**src/rtl/stream_demux_1x4_if.sv**
```systemverilog
// Handshake bundle for stream_demux_1x4: one tagged input stream
// and four independent output channels, channel k at out_data[k*n +: n].
interface stream_demux_1x4_if #(
   parameter int n = 4
);
   logic [n-1:0]   in_data;
   logic [1:0]     in_sel;
   logic           in_valid;
   logic           in_ready;
   logic [4*n-1:0] out_data;
   logic [3:0]     out_valid;
   logic [3:0]     out_ready;

   modport master (
      output in_data,
      output in_sel,
      output in_valid,
      output out_ready,
      input  in_ready,
      input  out_data,
      input  out_valid
   );

   modport slave (
      input  in_data,
      input  in_sel,
      input  in_valid,
      input  out_ready,
      output in_ready,
      output out_data,
      output out_valid
   );
endinterface

```
**src/rtl/stream_demux_1x4.sv**
```systemverilog
// Registered 1-to-4 stream demultiplexer with a one-entry buffer per channel.
// Optional STREAM_DEMUX_STATS_EN adds stat_cnt: four wrapping 8-bit drain counters.
module stream_demux_1x4 #(
   parameter int n = 4
) (
   input  logic                clk,
   input  logic                rst,
   stream_demux_1x4_if.slave   bus
`ifdef STREAM_DEMUX_STATS_EN
   ,
   output logic [31:0]         stat_cnt
`endif
);

   typedef enum logic {
      EMPTY = 1'b0,
      FULL  = 1'b1
   } state_t;

   state_t         state_q [4];
   state_t         state_d [4];
   logic [n-1:0]   data_q  [4];
   logic [3:0]     full;
   logic [3:0]     load;
   logic [3:0]     drain;
   logic           ready;
   logic [4*n-1:0] out_data_c;

   // Decode per-channel full, load and drain strobes
   always_comb begin
      full  = '0;
      load  = '0;
      drain = '0;
      for (int k = 0; k < 4; k++) begin
         full[k]  = (state_q[k] == FULL);
         drain[k] = full[k] & bus.out_ready[k];
         load[k]  = bus.in_valid & ready & (bus.in_sel == 2'(k));
      end
   end

   // Only the addressed channel can stall the producer
   assign ready = ~full[bus.in_sel] | bus.out_ready[bus.in_sel];

   // Per-channel next state: a drain with a same-cycle load stays FULL
   always_comb begin
      for (int k = 0; k < 4; k++) begin
         state_d[k] = state_q[k];
         unique case (state_q[k])
            EMPTY: if (load[k]) state_d[k] = FULL;
            FULL:  if (drain[k] && !load[k]) state_d[k] = EMPTY;
            default: state_d[k] = EMPTY;
         endcase
      end
   end

   // Channel state registers
   always_ff @(posedge clk or posedge rst) begin
      if (rst) begin
         for (int k = 0; k < 4; k++) state_q[k] <= EMPTY;
      end else begin
         for (int k = 0; k < 4; k++) state_q[k] <= state_d[k];
      end
   end

   // Holding registers change only when their channel is loaded
   always_ff @(posedge clk or posedge rst) begin
      if (rst) begin
         for (int k = 0; k < 4; k++) data_q[k] <= '0;
      end else begin
         for (int k = 0; k < 4; k++)
            if (load[k]) data_q[k] <= bus.in_data;
      end
   end

   // Pack the channel registers onto the output bus
   always_comb begin
      out_data_c = '0;
      for (int k = 0; k < 4; k++) out_data_c[k*n +: n] = data_q[k];
   end

   assign bus.in_ready  = ready;
   assign bus.out_valid = full;
   assign bus.out_data  = out_data_c;

`ifdef STREAM_DEMUX_STATS_EN
   logic [7:0] cnt_q [4];

   // Count completed drains per channel, wrapping at 255
   always_ff @(posedge clk or posedge rst) begin
      if (rst) begin
         for (int k = 0; k < 4; k++) cnt_q[k] <= '0;
      end else begin
         for (int k = 0; k < 4; k++)
            if (drain[k]) cnt_q[k] <= cnt_q[k] + 8'd1;
      end
   end

   assign stat_cnt = {cnt_q[3], cnt_q[2], cnt_q[1], cnt_q[0]};
`endif

endmodule

```
**src/flat_wrapper.sv**
```systemverilog
// flat-port wrapper written by rule: the top's interface ports become plain ports
module stream_demux_1x4_flat 
#(
   parameter int n = 4
)
  (clk, rst, bus_in_data, bus_in_sel, bus_in_valid, bus_out_ready, bus_in_ready, bus_out_data, bus_out_valid);
  stream_demux_1x4_if #(.n(n)) bus_i ();
  input  logic clk;
  input  logic rst;
  input wire logic [$bits(bus_i.in_data)-1:0] bus_in_data;
  input wire logic [$bits(bus_i.in_sel)-1:0] bus_in_sel;
  input wire logic [$bits(bus_i.in_valid)-1:0] bus_in_valid;
  input wire logic [$bits(bus_i.out_ready)-1:0] bus_out_ready;
  output wire logic [$bits(bus_i.in_ready)-1:0] bus_in_ready;
  output wire logic [$bits(bus_i.out_data)-1:0] bus_out_data;
  output wire logic [$bits(bus_i.out_valid)-1:0] bus_out_valid;
  assign bus_i.in_data = bus_in_data;
  assign bus_i.in_sel = bus_in_sel;
  assign bus_i.in_valid = bus_in_valid;
  assign bus_i.out_ready = bus_out_ready;
  assign bus_in_ready = bus_i.in_ready;
  assign bus_out_data = bus_i.out_data;
  assign bus_out_valid = bus_i.out_valid;
  stream_demux_1x4 #(.n(n)) u_core (.clk(clk), .rst(rst), .bus(bus_i));
endmodule
```
**config.mk**
```make
export PLATFORM = sky130hd
export DESIGN_NAME = stream_demux_1x4_flat
export DESIGN_NICKNAME = d
export VERILOG_FILES = /design/src/rtl/stream_demux_1x4_if.sv /design/src/rtl/stream_demux_1x4.sv /design/src/flat_wrapper.sv
export SDC_FILE = /design/constraint.sdc
export NUM_CORES = 1
export LEC_CHECK = 0
export CORE_ASPECT_RATIO = 0.8
export CORE_UTILIZATION = 29
export CTS_BUF_LIST = sky130_fd_sc_hd__clkbuf_16
export CTS_CLUSTER_SIZE = 10
export DETAILED_ROUTE_END_ITERATION = 10
export DONT_BUFFER_PORTS = 1
export PLACE_DENSITY = 0.51
export SLEW_MARGIN = 20
export SYNTH_ARGS = -nofsm -noshare
export SYNTH_HDL_FRONTEND = slang
export SYNTH_SLANG_ARGS = --single-unit
```
**constraint.sdc**
```tcl
create_clock -name clk -period 2.06 [get_ports clk]
set_input_delay 0.515 -clock clk [delete_from_list [all_inputs] [get_ports clk]]
set_output_delay 0.515 -clock clk [all_outputs]
set_load 0.01 [all_outputs]
```
==> impl_metrics.csv, run 1 <==
group,metric,value,unit
setup_path,reg2reg_depth,3,
detailed_routing,postRouteAntennaNets,0,
sta,slew_viol_final,0,
yosys,synth.most_common_cell,"dfrtp_1",
global_route,grt_most_used_layer,"met2",
setup_path,critical_path_class,"reg2out",
floorplan,initial_core_util,0.306,
sta,setup_tns,0,ps
detailed_routing,dr.pass1.iters,3,
clocking,postCtsSetupBuffers,0,
layout,final_nets,72,
detailed_routing,totalWireLength,1.59,mm
clocking,cts_buffers,3,
yosys,synthArstFlopShare,1.00,
clocking,insertion_delay,250,ps
setup_path,cp_num_buf_inv,0,
detailed_routing,drc,0,
sta,relSlewSlack,0.483,
power_and_ir_drop,vdd.ir_drop.worst,448,µV
clocking,cts_sinks,20,
place,port_buffers,0,
global_route,grt_use_met2,0.187,
layout,fill_cells,275,
setup_path,crit_arrival,1340,ps
yosys,synth_warnings,0,
floorplan,rows,17,
sta,period_share,0.899,
power_and_ir_drop,p_per_area,1090,nW/µm²
global_route,grt_pass1_wl,2.52,mm
power_and_ir_drop,power.leakage,0.422,nW
floorplan,floorplan.io_pins,34,
yosys,synth_common_cells,"20 x dfrtp_1, 12 x mux2_2, 5 x nand2_1",
floorplan,die_w,62.2,µm
floorplan,die_h,50.1,µm
setup_path,r2r-end,"u_core.bus.out_data[4]",
sta,finalHoldViolCount,0,
yosys,yosysTopAreaCellShare,0.596,
floorplan,dieArea,3120,µm²
flow_run,max_cap_viol_count,0,
setup_path,crit_path_start_kind,"flop",
sta,fmax,540,MHz
sta,skew,2.86,ps
clocking,ctsResizeCount,0,
place,globalplace.congestion,0.667,
setup_path,worst_setup_path_end_kind,"output pin",
global_route,gr-usage-met1,0.130,
global_route,antenna_found_initial,0,
yosys,syn_area,840,µm²
layout,area_growth,14.0,%
min_path,min_path_type,"in2async",
yosys,yosysUniqueCellTypes,15,
global_route,grt_max_degree,21,
run_status,status,"finished clean",
yosys,synth_seq_cells,20,
detailed_routing,drt_iter0_markers,14,
setup_path,crit_chain,"nand2b_1 -> mux4_1",
yosys,synth_area_per_cell,15.3,µm²
global_route,grt_pass1_vias,457,
setup_path,slowest_stage,"mux4_1",
setup_path,path_max_fanout,3,
sta,setup_viol,0,
clocking,cts_buffer_depth,2,
detailed_routing,vias,420,
setup_path,rrSetupSlack,740,ps
sta,worst_slew_pin_slew,774,ps
sta,final.setup.worst_slack,209,ps
clocking,cts_hold_buf,0,
yosys,synth_ff_type,"dfrtp_1",
yosys,synth_top_area_cell,"dfrtp_1",
setup_path,path_depth,2,
sta,grt_setup_unrepaired,"no",
detailed_routing,wl_per_cell,16.7,µm
setup_path,cpPeakStageDelay,580,ps
setup_path,cp_top_family,"multiplexers",
floorplan,coreArea,2740,µm²
setup_path,rr_startpoint,"u_core.bus.out_valid[1]",
yosys,synthTopCellsByArea,"dfrtp_1 60%, mux2_2 16%, mux2_4 7.2%",
sta,fin_crit,1850,ps
global_route,grt_overflow,0,
yosys,synth_edf_count,0,
clocking,tritoncts,"built",
place,place_ws,271,ps
yosys,syn-num-nets,68,
global_route,grt_use_total,0.111,
clocking,htreeDepth,1,
detailed_routing,avgViaCountPerCell,4.42,
layout,drive_above_1_share,0.386,
clocking,cts-root-buf,"clkbuf_16",
layout,n_antenna_cell,0,
clocking,clk_pin_slew,50,ps
yosys,postSynthCellCount,55,
setup_path,cp.required,1540,ps
global_route,grtUsageMet3,0.0579,
yosys,ys_seq_area_frac,0.596,
==> sequential cells by signal (all words and copies together) (netlist names) <==
| name | flops |
|---|---|
| u_core.bus.out_valid | 4 |
| u_core.bus.out_data | 16 |
==> power by group <==
| group | switching [mW] | leakage (nW) | internal, mW | total, mW |
|---|---|---|---|---|
| logic | 0.0357 | 0.143 | 0.0709 | 0.107 |
| clock network | 0.128 | 0.0370 | 0.255 | 0.383 |
| registers | 0.0846 | 0.242 | 0.467 | 0.551 |
| total | 0.248 | 0.422 | 0.793 | 1.04 |
==> layer usage <==
layer,routed length [µm],part of all wire,vias to the layer above
met5,0,0,-
met4,0,0,0
met3,124,0.078,0
met2,743,0.47,18
met1,722,0.45,209
li1,-,-,193
==> worst max path at each step <==
stage                             from           end  slack (ps)
3_5_place_dp          bus_out_ready[0]  bus_in_ready         270
5_1_grt        u_core.bus.out_valid[3]  bus_in_ready         140
2_1_floorplan         bus_out_ready[1]  bus_in_ready         340
4_1_cts        u_core.bus.out_valid[3]  bus_in_ready         180
6_report       u_core.bus.out_valid[0]  bus_in_ready         210
3_3_place_gp          bus_out_ready[1]  bus_in_ready         320
==> metrics by stage <==
step | area, µm² | cells | power, mW | hold slack [ps] | util
2_1_floorplan | 840 | 55 | 0.640 | 479 | -
5_1_grt | 957 | 95 | 1.09 | 364 | 0.349
4_1_cts | 957 | 95 | 1.05 | 325 | 0.349
3_3_place_gp | 882 | 92 | 0.663 | 569 | 0.321
3_5_place_dp | 882 | 92 | 0.669 | 574 | 0.321
6_report | 957 | 95 | 1.04 | 298 | 0.349
==> cell type report <==
type / count / area, µm² / share of cell area
Clock buffer: 3 / 75.1 / 0.0784
Multi-Input combinational cell: 33 / 330 / 0.345
Tap cell: 38 / 47.5 / 0.0497
Inverter: 1 / 3.75 / 0.00392
Sequential cell: 20 / 500 / 0.523
==> layout by cell type (no fill, tap or decap) <==
master and n:
nor2b_4 1, nand3_1 1, nand2_1 5, o21ai_0 1, clkbuf_16 3, nand2b_1 4, mux2_2 12, mux2_4 4
mux4_1 1, inv_1 1, nor2b_2 1, and3_1 1, nor3b_4 1, dfrtp_1 20, nand3b_1 1
==> worst reg2reg max path, delay by kind of cell, from the launching register on <==
kind	cells	cell delay (ps)
and+or+nand+nor	2	470
DFF	1	410
muxes	1	330
==> kinds of logic (layout without fill, tap and decap cells) <==
family          count (synthesis)  in the layout  share of synthesized area
simple gates                   15             15                      0.124
mux                            17             17                      0.264
buf+inv                         2              4                     0.0104
compound gates                  1              1                    0.00596
flops                          20             20                      0.596
No activity file was read; power rests on OpenSTA's default activity.
==> run 2, diff against run 1 <==
--- a/config.mk
+++ b/config.mk
@@ -11,7 +11,8 @@
 export CTS_CLUSTER_SIZE = 10
 export DETAILED_ROUTE_END_ITERATION = 10
 export DONT_BUFFER_PORTS = 1
-export PLACE_DENSITY = 0.51
+export GPL_TIMING_DRIVEN = 0
+export PLACE_DENSITY = 0.5
 export SLEW_MARGIN = 20
 export SYNTH_ARGS = -nofsm -noshare
 export SYNTH_HDL_FRONTEND = slang
==> impl_metrics.csv, run 2 (synthesized netlist as in run 1, its figures left out) <==
group,metric,value,unit
sta,setup_viol,0,
floorplan,initial_core_util,0.306,
setup_path,r2r-end,"u_core.bus.out_data[11]",
layout,drive_above_1_share,0.390,
clocking,clk_pin_slew,50,ps
power_and_ir_drop,p_int,796,µW
setup_path,slowest_stage,"mux4_1",
setup_path,crit_end,"bus_in_ready",
global_route,antenna_found_initial,0,
floorplan,die_h,50.1,µm
detailed_routing,postRouteAntennaNets,0,
clocking,tritoncts,"built",
sta,grt_setup_unrepaired,"no",
detailed_routing,totalWireLength,1.59,mm
setup_path,crit_path_start_kind,"flop",
clocking,cts_hold_buf,0,
power_and_ir_drop,p_sw_frac,0.245,
detailed_routing,dr.pass1.iters,3,
floorplan,rows,17,
setup_path,rr_startpoint,"u_core.bus.out_valid[2]",
setup_path,rrSetupSlack,700,ps
detailed_routing,vias,463,
setup_path,cp_top_family,"multiplexers",
clocking,cts_sinks,20,
clocking,cts_buffer_depth,2,
floorplan,dieArea,3120,µm²
setup_path,crit_arrival,1330,ps
power_and_ir_drop,pwr-share-clk,0.374,
clocking,postCtsSetupBuffers,0,
layout,fill_cells,266,
place,port_buffers,0,
layout,final_nets,73,
setup_path,reg2reg_depth,3,
sta,worst_slew_pin_slew,769,ps
clocking,htreeDepth,1,
power_and_ir_drop,finalPower,1.05,mW
global_route,grt_overflow,0,
place,globalplace.congestion,0.691,
setup_path,crit_start,"u_core.bus.out_valid[0]",
global_route,grt_pass1_vias,495,
sta,fin_crit,1850,ps
setup_path,path_max_fanout,3,
run_status,status,"finished clean",
sta,skew,4.74,ps
setup_path,path_depth,2,
power_and_ir_drop,power_frac_comb,0.103,
setup_path,critical_path_class,"reg2out",
layout,area_growth,15.1,%
setup_path,crit_chain,"nand2b_1 -> mux4_1",
clocking,ctsResizeCount,0,
setup_path,cp.required,1540,ps
setup_path,cpPeakStageDelay,570,ps
global_route,grt_pass1_wl,2.49,mm
sta,period_share,0.897,
detailed_routing,wl_per_cell,16.4,µm
sta,relSlewSlack,0.487,
setup_path,worst_setup_path_end_kind,"output pin",
power_and_ir_drop,sequentialPowerShare,0.523,
layout,n_antenna_cell,0,
floorplan,coreArea,2740,µm²
clocking,insertion_delay,250,ps
sta,slew_viol_final,0,
power_and_ir_drop,switchingPower,258,µW
power_and_ir_drop,vdd.ir_drop.worst,447,µV
layout,final_common_cell,"dfrtp_1",
layout,largest_reg_flops,16,
detailed_routing,avgViaCountPerCell,4.77,
sta,setup_tns,0,ps
detailed_routing,drt_iter0_markers,9,
layout,final_cell_mix,"20 x dfrtp_1, 12 x mux2_2, 5 x nand2_1",
detailed_routing,drc,0,
global_route,grt_max_degree,21,
global_route,grt_use_total,0.113,
clocking,cts-root-buf,"clkbuf_16",
floorplan,die_w,62.2,µm
sta,finalHoldViolCount,0,
min_path,min_path_type,"in2async",
power_and_ir_drop,power.leakage,0.429,nW
flow_run,max_cap_viol_count,0,
setup_path,cp_num_buf_inv,0,
floorplan,floorplan.io_pins,34,
place,hpwl,1.19,mm
clocking,cts_buffers,3,
power_and_ir_drop,p_per_area,1090,nW/µm²
sta,fmax,541,MHz
run 2: cell count changes in the layout (fill, tap and decap cells not counted):
cell,before,now
buf_2,0,1
clkinv_1,0,1
run 2: metal layers:
layer / vias to the layer above / part of all wire / track usage
met5: - / 0 / 0
met4: 0 / 0.014 / 0.0465
met3: 4 / 0.12 / 0.0741
met2: 28 / 0.47 / 0.187
met1: 232 / 0.39 / 0.112
li1: 199 / - / -
run 2: per-stage QoR:
step	utilization	instances	cell area, µm²	hold WS, ps	setup slack, ps
final	0.352	97	966	292	212
after global routing	0.352	97	966	368	141
after CTS	0.352	97	966	325	187
after detailed placement	0.323	93	887	573	290
after global placement	0.323	93	887	565	305
after floorplan	-	55	840	479	338
run 2: area by class of cell:
| cell class | count | area (µm²) | area share |
|---|---|---|---|
| sequential | 20 | 500 | 0.518 |
| multi-input combinational | 33 | 330 | 0.342 |
| clock buffer | 3 | 75.1 | 0.0777 |
| tap | 38 | 47.5 | 0.0492 |
| buffer | 1 | 5.00 | 0.00518 |
| clock inverter | 1 | 3.75 | 0.00389 |
| inverter | 1 | 3.75 | 0.00389 |
run 2: power by group through the flow:
stage               combinational, mW  clock, mW  sequential (mW)
floorplan                      0.0977          0            0.543
global placement                0.107          0            0.559
detailed placement              0.111          0            0.560
CTS                             0.111      0.409            0.554
global route                    0.119      0.422            0.563
finish                          0.108      0.394            0.552
run 2: how the worst min path moves through the flow:
stage / start / to / slack [ps]
2_1_floorplan: rst / u_core.bus.out_data[0] / 480
3_3_place_gp: u_core.bus.out_data[11] / u_core.bus.out_data[11] / 560
3_5_place_dp: u_core.bus.out_data[11] / u_core.bus.out_data[11] / 570
4_1_cts: rst / u_core.bus.out_data[1] / 330
5_1_grt: rst / u_core.bus.out_data[1] / 370
6_report: rst / u_core.bus.out_data[11] / 290
==> run 3, diff against run 2 <==
--- a/config.mk
+++ b/config.mk
@@ -13,6 +13,7 @@
 export DONT_BUFFER_PORTS = 1
 export GPL_TIMING_DRIVEN = 0
 export PLACE_DENSITY = 0.5
+export REMOVE_ABC_BUFFERS = 1
 export SLEW_MARGIN = 20
 export SYNTH_ARGS = -nofsm -noshare
 export SYNTH_HDL_FRONTEND = slang
==> constraint.sdc (replaced) <==
create_clock -name clk -period 2.3 [get_ports clk]
set_input_delay 0.575 -clock clk [delete_from_list [all_inputs] [get_ports clk]]
set_output_delay 0.575 -clock clk [all_outputs]
set_load 0.01 [all_outputs]
==> impl_metrics.csv, run 3 (synthesized netlist as in run 1, its figures left out) <==
group,metric,value,unit
detailed_routing,drt_iter0_markers,8,
power_and_ir_drop,finalPower,948,µW
setup_path,rr_startpoint,"u_core.bus.out_valid[1]",
sta,setup_tns,0,ps
sta,fin_crit,1910,ps
power_and_ir_drop,sequentialPowerShare,0.521,
place,place_inst,92,
sta,setup_viol,0,
power_and_ir_drop,vdd.ir_drop.worst,231,µV
power_and_ir_drop,pwr-share-clk,0.379,
place,port_buffers,0,
clocking,cts_hold_buf,0,
place,globalplace.congestion,0.701,
detailed_routing,postRouteAntennaNets,0,
floorplan,floorplan.io_pins,34,
clocking,insertion_delay,250,ps
setup_path,reg2reg_depth,3,
layout,final_cell_mix,"20 x dfrtp_1, 12 x mux2_2, 5 x nand2_1",
layout,design_area,961,µm²
sta,slew_viol_final,0,
sta,period_share,0.829,
place,dpl_cell_area,882,µm²
power_and_ir_drop,power.leakage,0.423,nW
setup_path,slowest_stage,"mux4_1",
layout,largest_reg_flops,16,
clocking,ctsResizeCount,0,
global_route,grt_pass1_wl,2.44,mm
min_path,min_path_type,"in2async",
power_and_ir_drop,p_per_area,987,nW/µm²
sta,finalHoldViolCount,0,
global_route,grt_overflow,0,
setup_path,r2r-end,"u_core.bus.out_data[4]",
place,hpwl,1.15,mm
setup_path,cp_top_family,"multiplexers",
power_and_ir_drop,power_frac_comb,0.101,
setup_path,crit_path_start_kind,"flop",
clocking,clk_pin_slew,60,ps
setup_path,worst_setup_path_end_kind,"output pin",
clocking,cts-root-buf,"clkbuf_16",
clocking,tritoncts,"built",
global_route,antenna_found_initial,0,
sta,skew,3.56,ps
layout,final_nets,72,
setup_path,path_max_fanout,3,
layout,area_growth,14.5,%
layout,drive_above_1_share,0.379,
floorplan,dieArea,3120,µm²
clocking,cts_buffers,3,
setup_path,path_depth,2,
global_route,grt_max_degree,21,
clocking,htreeDepth,1,
floorplan,initial_core_util,0.306,
setup_path,crit_arrival,1330,ps
setup_path,crit_chain,"nand2b_1 -> mux4_1",
detailed_routing,vias,420,
layout,utilization,0.350,
clocking,cts_buffer_depth,2,
power_and_ir_drop,switchingPower,236,µW
setup_path,crit_start,"u_core.bus.out_valid[0]",
floorplan,coreArea,2740,µm²
sta,grt_setup_unrepaired,"no",
detailed_routing,totalWireLength,1.49,mm
detailed_routing,dr.pass1.iters,4,
floorplan,rows,17,
layout,final_common_cell,"dfrtp_1",
setup_path,rrSetupSlack,990,ps
floorplan,die_h,50.1,µm
setup_path,cpPeakStageDelay,560,ps
detailed_routing,wl_per_cell,15.5,µm
run_status,status,"finished clean",
setup_path,cp_num_buf_inv,0,
flow_run,max_cap_viol_count,0,
layout,final_cells,96,
layout,n_antenna_cell,0,
sta,relSlewSlack,0.498,
setup_path,cp.required,1730,ps
floorplan,die_w,62.2,µm
setup_path,crit_end,"bus_in_ready",
detailed_routing,drc,0,
clocking,postCtsSetupBuffers,0,
global_route,grt_pass1_vias,431,
sta,fmax,524,MHz
detailed_routing,avgViaCountPerCell,4.38,
sta,worst_slew_pin_slew,752,ps
power_and_ir_drop,p_int,713,µW
setup_path,critical_path_class,"reg2out",
global_route,grt_use_total,0.105,
power_and_ir_drop,p_sw_frac,0.249,
clocking,cts_sinks,20,
## run 3: metrics by stage
| stage | setup WS, ps | hold WS, ps |
|---|---|---|
| after floorplan | 458 | 538 |
| after global placement | 431 | 567 |
| after detailed placement | 427 | 571 |
| after CTS | 381 | 377 |
| after global routing | 349 | 418 |
| final | 392 | 342 |
## run 3: cell type report
class | count | area (µm²)
fill | 261 | 1780
clock buffer | 3 | 75.1
sequential | 20 | 500
tap | 38 | 47.5
clock inverter | 1 | 3.75
multi-input combinational | 33 | 330
inverter | 1 | 3.75
## run 3: worst min path at each step
stage / start / endpoint / slack (ps) / cells past startpoint
2_1_floorplan: rst / u_core.bus.out_data[0] / 540 / 1
3_3_place_gp: u_core.bus.out_data[15] / u_core.bus.out_data[15] / 570 / 1
3_5_place_dp: u_core.bus.out_data[14] / u_core.bus.out_data[14] / 570 / 1
4_1_cts: rst / u_core.bus.out_data[14] / 380 / 1
5_1_grt: rst / u_core.bus.out_data[15] / 420 / 1
6_report: rst / u_core.bus.out_data[14] / 340 / 1
## run 3: power groups by stage
stage	registers, mW	clock network, mW	logic [mW]
floorplan	0.486	0	0.0870
finish	0.494	0.359	0.0954
global route	0.504	0.376	0.106
detailed placement	0.503	0	0.0973
global placement	0.501	0	0.0942
CTS	0.496	0.363	0.0976
## run 3: metal layers
metal	vias to the layer above	wire length, µm	GRT usage	share of wire
li1	197	-	-	-
met1	211	700	0.138	0.47
met2	12	688	0.154	0.46
met3	0	101	0.0463	0.068
met4	0	0	0.0349	0
met5	-	0	0	0
## run 3: worst reg2reg max path, delay by kind of cell (launching register included)
kind	cells	cell delay, ps
mux	1	330
flops	1	410
simple gates	2	460
